===== config.mk =====
export PLATFORM = sky130hd
export DESIGN_NAME = dmem_arbiter_flat
export DESIGN_NICKNAME = d
export VERILOG_FILES = /design/src/rtl/dmem_arbiter_if.sv /design/src/rtl/dmem_arbiter.sv /design/src/flat_wrapper.sv
export SDC_FILE = /design/constraint.sdc
export NUM_CORES = 1
export LEC_CHECK = 0
export BUFFER_PORTS_ARGS = -buffer_cell sky130_fd_sc_hd__buf_2
export CAP_MARGIN = 20
export CORE_AREA = 2 2 93 95
export CTS_BUF_LIST = sky130_fd_sc_hd__clkbuf_8 sky130_fd_sc_hd__clkbuf_16
export DETAILED_ROUTE_END_ITERATION = 10
export DIE_AREA = 0 0 95 97
export PLACE_DENSITY = 0.8
export SYNTH_ARGS = -nofsm -noshare
export SYNTH_HDL_FRONTEND = slang
export SYNTH_SLANG_ARGS = --single-unit

===== constraint.sdc =====
create_clock -name clk -period 4 [get_ports clk]
set_input_delay 1 -clock clk [delete_from_list [all_inputs] [get_ports clk]]
set_output_delay 1 -clock clk [all_outputs]
set_load 0.03 [all_outputs]

===== src/rtl/dmem_arbiter_if.sv =====
// Bundle of the CPU port, the host/loader port, the data-memory port and the
// fractcore parameter handshake that dmem_arbiter sits in the middle of.
interface dmem_arbiter_if;
  logic        cpu_req;
  logic        cpu_we;
  logic [12:0] cpu_addr;
  logic [31:0] cpu_wdata;
  logic        cpu_ack;
  logic [31:0] cpu_rdata;

  logic        host_req;
  logic        host_we;
  logic [12:0] host_addr;
  logic [31:0] host_wdata;
  logic        host_ack;
  logic [31:0] host_rdata;

  logic        f_memwrite;
  logic [12:0] addr;
  logic [31:0] writedata;
  logic [31:0] readdata;

  logic        fc_idle;
  logic        f_paramload;

  modport slave (
    input  cpu_req, cpu_we, cpu_addr, cpu_wdata,
    input  host_req, host_we, host_addr, host_wdata,
    input  readdata, fc_idle,
    output cpu_ack, cpu_rdata, host_ack, host_rdata,
    output f_memwrite, addr, writedata, f_paramload
  );

  modport master (
    output cpu_req, cpu_we, cpu_addr, cpu_wdata,
    output host_req, host_we, host_addr, host_wdata,
    output readdata, fc_idle,
    input  cpu_ack, cpu_rdata, host_ack, host_rdata,
    input  f_memwrite, addr, writedata, f_paramload
  );
endinterface


===== src/rtl/dmem_arbiter.sv =====
// Round-robin arbiter sharing one data memory between the CPU and the host
// loader, plus the dirty tracking that tells fractcore to reload its parameters.
module dmem_arbiter (
  input  logic            clk,
  input  logic            rst,
  dmem_arbiter_if.slave   bus
);

  localparam logic [1:0] IDLE     = 2'd0;
  localparam logic [1:0] GNT_CPU  = 2'd1;
  localparam logic [1:0] GNT_HOST = 2'd2;

  localparam logic LAST_CPU  = 1'b0;
  localparam logic LAST_HOST = 1'b1;

  logic [1:0]  state_reg;
  logic [1:0]  state_next;
  logic        last_reg;
  logic        dirty_reg;
  logic        started_reg;
  logic [31:0] cpu_rdata_reg;
  logic [31:0] host_rdata_reg;

  logic        mem_we;
  logic [12:0] mem_addr;
  logic [31:0] mem_wdata;
  logic        cpu_ack;
  logic        host_ack;
  logic        param_write;
  logic        paramload;

  always_comb begin
    state_next = IDLE;
    if (state_reg == IDLE) begin
      if (bus.cpu_req && bus.host_req)
        state_next = (last_reg == LAST_HOST) ? GNT_CPU : GNT_HOST;
      else if (bus.cpu_req)
        state_next = GNT_CPU;
      else if (bus.host_req)
        state_next = GNT_HOST;
    end
  end

  always_comb begin
    mem_we    = 1'b0;
    mem_addr  = '0;
    mem_wdata = '0;
    cpu_ack   = 1'b0;
    host_ack  = 1'b0;
    case (state_reg)
      GNT_CPU: begin
        mem_we    = bus.cpu_we;
        mem_addr  = bus.cpu_addr;
        mem_wdata = bus.cpu_wdata;
        cpu_ack   = 1'b1;
      end
      GNT_HOST: begin
        mem_we    = bus.host_we;
        mem_addr  = bus.host_addr;
        mem_wdata = bus.host_wdata;
        host_ack  = 1'b1;
      end
      default: ;
    endcase
  end

  // Slots 29..31 hold the fractcore parameters; upper address bits alias.
  assign param_write = mem_we && (mem_addr[4:0] >= 5'd29);

  // started_reg keeps the post-reset load out of the reset period itself and
  // places it in the first full cycle after release.
  assign paramload = started_reg && dirty_reg && bus.fc_idle && !param_write;

  always_ff @(posedge clk or posedge rst) begin
    if (rst) begin
      state_reg      <= IDLE;
      last_reg       <= LAST_HOST;
      dirty_reg      <= 1'b1;
      started_reg    <= 1'b0;
      cpu_rdata_reg  <= '0;
      host_rdata_reg <= '0;
    end else begin
      state_reg   <= state_next;
      started_reg <= 1'b1;
      if (state_next == GNT_CPU)
        last_reg <= LAST_CPU;
      else if (state_next == GNT_HOST)
        last_reg <= LAST_HOST;
      if (param_write)
        dirty_reg <= 1'b1;
      else if (paramload)
        dirty_reg <= 1'b0;
      if (state_reg == GNT_CPU && !bus.cpu_we)
        cpu_rdata_reg <= bus.readdata;
      if (state_reg == GNT_HOST && !bus.host_we)
        host_rdata_reg <= bus.readdata;
    end
  end

  assign bus.f_memwrite  = mem_we;
  assign bus.addr        = mem_addr;
  assign bus.writedata   = mem_wdata;
  assign bus.cpu_ack     = cpu_ack;
  assign bus.host_ack    = host_ack;
  assign bus.cpu_rdata   = cpu_rdata_reg;
  assign bus.host_rdata  = host_rdata_reg;
  assign bus.f_paramload = paramload;

endmodule

===== src/flat_wrapper.sv =====
// flat-port wrapper written by rule: the top's interface ports become plain ports
module dmem_arbiter_flat 
  (clk, rst, bus_cpu_req, bus_cpu_we, bus_cpu_addr, bus_cpu_wdata, bus_host_req, bus_host_we, bus_host_addr, bus_host_wdata, bus_readdata, bus_fc_idle, bus_cpu_ack, bus_cpu_rdata, bus_host_ack, bus_host_rdata, bus_f_memwrite, bus_addr, bus_writedata, bus_f_paramload);
  dmem_arbiter_if bus_i ();
  input  logic clk;
  input  logic rst;
  input wire logic [$bits(bus_i.cpu_req)-1:0] bus_cpu_req;
  input wire logic [$bits(bus_i.cpu_we)-1:0] bus_cpu_we;
  input wire logic [$bits(bus_i.cpu_addr)-1:0] bus_cpu_addr;
  input wire logic [$bits(bus_i.cpu_wdata)-1:0] bus_cpu_wdata;
  input wire logic [$bits(bus_i.host_req)-1:0] bus_host_req;
  input wire logic [$bits(bus_i.host_we)-1:0] bus_host_we;
  input wire logic [$bits(bus_i.host_addr)-1:0] bus_host_addr;
  input wire logic [$bits(bus_i.host_wdata)-1:0] bus_host_wdata;
  input wire logic [$bits(bus_i.readdata)-1:0] bus_readdata;
  input wire logic [$bits(bus_i.fc_idle)-1:0] bus_fc_idle;
  output wire logic [$bits(bus_i.cpu_ack)-1:0] bus_cpu_ack;
  output wire logic [$bits(bus_i.cpu_rdata)-1:0] bus_cpu_rdata;
  output wire logic [$bits(bus_i.host_ack)-1:0] bus_host_ack;
  output wire logic [$bits(bus_i.host_rdata)-1:0] bus_host_rdata;
  output wire logic [$bits(bus_i.f_memwrite)-1:0] bus_f_memwrite;
  output wire logic [$bits(bus_i.addr)-1:0] bus_addr;
  output wire logic [$bits(bus_i.writedata)-1:0] bus_writedata;
  output wire logic [$bits(bus_i.f_paramload)-1:0] bus_f_paramload;
  assign bus_i.cpu_req = bus_cpu_req;
  assign bus_i.cpu_we = bus_cpu_we;
  assign bus_i.cpu_addr = bus_cpu_addr;
  assign bus_i.cpu_wdata = bus_cpu_wdata;
  assign bus_i.host_req = bus_host_req;
  assign bus_i.host_we = bus_host_we;
  assign bus_i.host_addr = bus_host_addr;
  assign bus_i.host_wdata = bus_host_wdata;
  assign bus_i.readdata = bus_readdata;
  assign bus_i.fc_idle = bus_fc_idle;
  assign bus_cpu_ack = bus_i.cpu_ack;
  assign bus_cpu_rdata = bus_i.cpu_rdata;
  assign bus_host_ack = bus_i.host_ack;
  assign bus_host_rdata = bus_i.host_rdata;
  assign bus_f_memwrite = bus_i.f_memwrite;
  assign bus_addr = bus_i.addr;
  assign bus_writedata = bus_i.writedata;
  assign bus_f_paramload = bus_i.f_paramload;
  dmem_arbiter u_core (.clk(clk), .rst(rst), .bus(bus_i));
endmodule

# ---- Word-level counts from Yosys, hierarchy flattened
# Index checks and enable logic that the tools add are counted.
dict set report word_totals {
  regBits 69
  word_cells 38
}
dict set report classes {
  n_lt_le_gt_ge 1
  eq_ne 4
  mux 14
  n_reduce_logical 13
}
# operator count
set op_table {}
lappend op_table {{one-hot mux 32 bit (2 select lines)} 1}
lappend op_table {{one-hot mux 13 bit (2 select lines)} 1}
lappend op_table {{2-to-1 mux 2 bit} 5}
lappend op_table {{logical AND 1 bit} 7}
lappend op_table {{2-to-1 mux 1 bit} 6}
lappend op_table {{greater-or-equal comparator 5 bit, second input constant} 1}
lappend op_table {{equality test 2 x 1 -> 1 bit, second input constant} 2}
lappend op_table {{equality test 2 bit, second input constant} 2}
lappend op_table {{nonzero test 2 bit} 2}
lappend op_table {{zero test 1 bit} 3}
lappend op_table {{zero test 2 bit} 1}
lappend op_table {{one-hot mux 1 bit (2 select lines)} 1}

# ---- Logic depth before layout (Yosys ltp)
dict set report logic_depth {
  ltp_word 8
  mapped_depth 7
  ltp_nobuf 7
}

# ---- Worst setup path before layout
# No wires, ideal clock.
dict set report synth_timing {
  kind {input -> output}
  startpoint {in bus_host_addr[0]}
  endpoint {out bus_f_paramload}
  t_arrival_ps 1862
  t_required_ps 3000
  setup_slack_ps 1138
  path_stages 4
  n_path_buf 0
  path_cell_list {a22oi_1 > a21oi_1 > o211a_1 > nor3b_2}
}
dict set report synth_between {
  elab_chain_len 5
}
# item line
set synth_rtl {}
lappend synth_rtl {{start, declared} flat_wrapper.sv:13} ;# input wire logic [$bits(bus_i.host_addr)-1:0] bus_host_addr;
lappend synth_rtl {{one-hot mux 13 bit (2 select lines)} dmem_arbiter.sv:50} ;# case (state_reg)
lappend synth_rtl {{greater-or-equal comparator 5 bit} dmem_arbiter.sv:68} ;# assign param_write = mem_we && (mem_addr[4:0] >= 5'd29);
lappend synth_rtl {{logical AND 1 bit} dmem_arbiter.sv:68}
lappend synth_rtl {{zero test 1 bit} dmem_arbiter.sv:72} ;# assign paramload = started_reg && dirty_reg && bus.fc_idle && !param_write;
lappend synth_rtl {{logical AND 1 bit} dmem_arbiter.sv:72}
lappend synth_rtl {{end, declared} flat_wrapper.sv:24} ;# output wire logic [$bits(bus_i.f_paramload)-1:0] bus_f_paramload;
# Every way passes these cells.

# ---- Worst setup path after layout
dict set report layout_timing {
  startpoint {reg u_core.state_reg[0]}
  endpoint {out bus_f_paramload}
}
dict set report layout_between {
  elab_chain_len 6
  elab_cells_between_ends 8
}
# item line
set layout_rtl {}
lappend layout_rtl {{start, declared} dmem_arbiter.sv:16} ;# logic [1:0] state_reg;
lappend layout_rtl {{start signal, assigned} dmem_arbiter.sv:83} ;# state_reg <= state_next;
lappend layout_rtl {{equality test 2 bit or equality test 2 x 1 -> 1 bit (tied branches)} dmem_arbiter.sv:50}
lappend layout_rtl {{one-hot mux 13 bit (2 select lines)} dmem_arbiter.sv:50}
lappend layout_rtl {{greater-or-equal comparator 5 bit} dmem_arbiter.sv:68}
lappend layout_rtl {{logical AND 1 bit (*)} dmem_arbiter.sv:68}
lappend layout_rtl {{zero test 1 bit (*)} dmem_arbiter.sv:72}
lappend layout_rtl {{logical AND 1 bit (*)} dmem_arbiter.sv:72}
# Mark *: on every way between the ends. The rest lies on a longest branch, timed or not.

==> flow_metrics.tcl <==
set metrics [dict create \
    drive_above_1_share 0.635 \
    post_drt_wl_per_cell_um 16.7 \
    worstPathCellList "inv_1 -> ha_1 -> buf_4 -> a22oi_1 -> nor3_1 -> o211a_1 -> nor3b_2 -> buf_2" \
    reg2reg_depth 5 \
    hpwl_mm 8.14 \
    synthTopCellsByArea "dfrtp_1 51%, mux2_2 20%, a22oi_1 10%" \
    syn_area_per_cell_um2 11.9 \
    fin_tns_setup_ns 0 \
    synthCells 278 \
    final_util 0.593 \
    clock_latency_ns 0.34 \
    cts.sinks 69 \
    die_w_um 95 \
    port_buffers 241 \
    worstSetupPathType "flop to output port" \
    skew_ns 0.0146 \
    hold_end "u_core.last_reg$_DFFE_PP1P_" \
    critPathLaunchType "flop" \
    min-delay-start "u_core.last_reg$_DFFE_PP1P_" \
    cts_tree "built" \
    synth_top_area_cell "dfrtp_1" \
    holdBufCountCts 0 \
    grt_pass1_wl_mm 16.0 \
    grt_max_degree 52 \
    grt_pass1_vias 3254 \
    status "finished, final reports clean" \
    drc_errors 0 \
    grtUsageMet3 0.0857 \
    r2r_end "u_core.bus.host_rdata[31]$_DFFE_PP0P_" \
    cap_viol_max_count 0 \
    end_kind "output port" \
    post_cts_buffers 0 \
    dieArea_um2 9220 \
    antenna_found_initial 1 \
    path_max_fanout 22 \
    final_area_um2 4820 \
    slowest_stage "dfrtp_1" \
    synth_fp_nets 411 \
    use_met1 0.248 \
    ys_types 22 \
    leakagePower_nw 2.55 \
    cts_max_level 3 \
    slew_violations 0 \
    vias 3190 \
    ys_seq_area_frac 0.524 \
    core_area_um2 8130 \
    gr-usage-met2 0.388 \
    tightest_slew_ns 0.953 \
    fill_cells 706 \
    drt_pre_antenna_iters 4 \
    setup_viol 0 \
    fp-row-count 33 \
    dpl_cell_area_um2 4560 \
    fp.dieH_um 97 \
    max-vdd-ir-drop_mv 0.600 \
    yosys_warnings 0 \
    drtIter0Drc 105 \
    slowest_delay_ns 0.38 \
    cts_buffers 9 \
    start_util 0.406 \
    synth_top_area_frac 0.508 \
    hold_path_depth 2 \
    clockBufferDepth 2 \
    layout.nets 651 \
    grt_remaining_overflow 0 \
    ios 242 \
    r2r_start "u_core.state_reg[0]$_DFF_PP0_" \
    p_per_area_nw_per_um2 833 \
    hold_viol 0 \
    relSlewSlack 0.363 \
    ys_ff_latch 69 \
    rsz0062_at_grt "false" \
    clk_pin_slew_worst_paths_ns 0.07 \
    timing.final.crit_share 0.814 \
    reg2reg_slack_ns 1.50 \
    area_growth_pct 46.2 \
    gp_congestion 0.893 \
    crit_required_ns 3.00 \
    detail-route-antenna-nets 0 \
    clock-root-buffer "clkbuf_8" \
    wl_mm 10.5 \
    hold_class "flop to flop" \
    grt-busiest-layer "met2" \
    netlist_area_um2 3300 \
    fmax_ghz 0.307 \
    cts_resized 0 \
    crit_family "buffers and inverters" \
    min_period_ns 3.25 \
    grt_use_total 0.225 \
    cp.arrival_ns 2.25 \
    viasPerCell 5.07 \
    worstPathBufferInverterCount 3 \
]
-- how the worst max path moves through the flow --
| stage | from | to | slack, ns | depth (start not counted) |
|---|---|---|---|---|
| after CTS | u_core.state_reg[0]$_DFF_PP0_ | bus_f_paramload | 0.74 | 8 |
| final | u_core.state_reg[0]$_DFF_PP0_ | bus_f_paramload | 0.75 | 8 |
| after global routing | u_core.state_reg[0]$_DFF_PP0_ | bus_f_paramload | 0.56 | 8 |
| after floorplan | bus_host_addr[0] | bus_f_paramload | 1.14 | 4 |
| after detailed placement | bus_host_addr[3] | bus_f_paramload | 0.99 | 6 |
| after global placement | bus_host_addr[3] | bus_f_paramload | 1.02 | 6 |
-- report_power, final --
part	switching, W	leakage (nW)	internal [W]
combinational	0.00141	1.61	0.000707
sequential	0.000169	0.820	0.00104
clock	0.000277	0.124	0.000417
total	0.00185	2.55	0.00217
-- layer usage --
| layer | vias up | part of all wire |
|---|---|---|
| met3 | 18 | 0.11 |
| met2 | 170 | 0.51 |
| met1 | 1528 | 0.37 |
| met4 | 0 | 0.017 |
| met5 | - | 0 |
| li1 | 1474 | - |
-- through the flow --
stage	hold WS [ns]	worst slack [ns]	power (W)	cells
floorplan	0.464	1.14	0.00271	278
global placement	0.466	1.02	0.00328	611
detailed placement	0.488	0.987	0.00334	611
CTS	0.499	0.738	0.00406	627
global route	0.520	0.564	0.00425	629
finish	0.497	0.746	0.00402	629
-- tightest hold or removal path: stages (launching register included) --
cell,delay (ns)
dfstp_2,0.38
nand2_1,0.04
o21ai_0,0.07
-- synthesized netlist by cell type (all sizes together) --
cell,number
a21o,1
a21oi,6
a22oi,44
buf,20
clkbuf,2
conb,1
dfrtp,67
dfstp,2
ha,4
inv,7
mux2,64
nand2,9
nand3,1
nor2,45
nor2b,1
nor3,1
nor3b,1
o211a,1
o21ai,1
-- cell usage in the layout, fill, tap and decap left out --
| master | Yosys | routed |
|---|---|---|
| a22oi_1 | 44 | 44 |
| a21o_1 | 1 | 1 |
| buf_12 | 0 | 1 |
| o211a_1 | 1 | 1 |
| clkinv_2 | 0 | 1 |
| buf_4 | 0 | 9 |
| mux2_2 | 60 | 60 |
| a21oi_1 | 6 | 6 |
| inv_1 | 7 | 6 |
| conb_1 | 1 | 1 |
| diode_2 | 0 | 1 |
| nor2_1 | 45 | 45 |
| mux2_1 | 4 | 4 |
| clkbuf_8 | 0 | 9 |
| dfstp_2 | 2 | 2 |
| o21ai_0 | 1 | 1 |
| inv_2 | 0 | 1 |
| nor3b_2 | 1 | 1 |
| nand2_1 | 9 | 9 |
| nand3_1 | 1 | 1 |
| nor2b_4 | 0 | 1 |
| dfrtp_1 | 67 | 67 |
| bufinv_16 | 0 | 3 |
| clkinv_4 | 0 | 2 |
| buf_2 | 10 | 241 |
| ha_1 | 4 | 4 |
| inv_6 | 0 | 1 |
| nor3_1 | 1 | 1 |
-- cell type report --
| type | count | area [um^2] | share of cell area |
|---|---|---|---|
| Tap cell | 105 | 131 | 0.0272 |
| Antenna cell | 1 | 2.50 | 0.000519 |
| Multi-Input combinational cell | 180 | 1400 | 0.289 |
| Timing Repair Buffer | 251 | 1290 | 0.268 |
| Clock buffer | 9 | 124 | 0.0257 |
| Sequential cell | 69 | 1730 | 0.358 |
| Clock inverter | 7 | 121 | 0.0252 |
| Inverter | 7 | 26.3 | 0.00545 |
-- cell families (layout without fill, tap and decap cells) --
kind of cell | count (synthesis) | after routing | synth area share
adder cells (fa/ha/maj) | 4 | 4 | 0.0152
multiplexers | 64 | 64 | 0.218
AND/OR/NAND/NOR | 58 | 58 | 0.0702
flip-flops | 69 | 69 | 0.524
other | 1 | 2 | 0.00114
buffers and inverters | 29 | 274 | 0.0550
AO/OA/AOI/OAI | 53 | 53 | 0.116
Power figures use the tool's default switching activity.
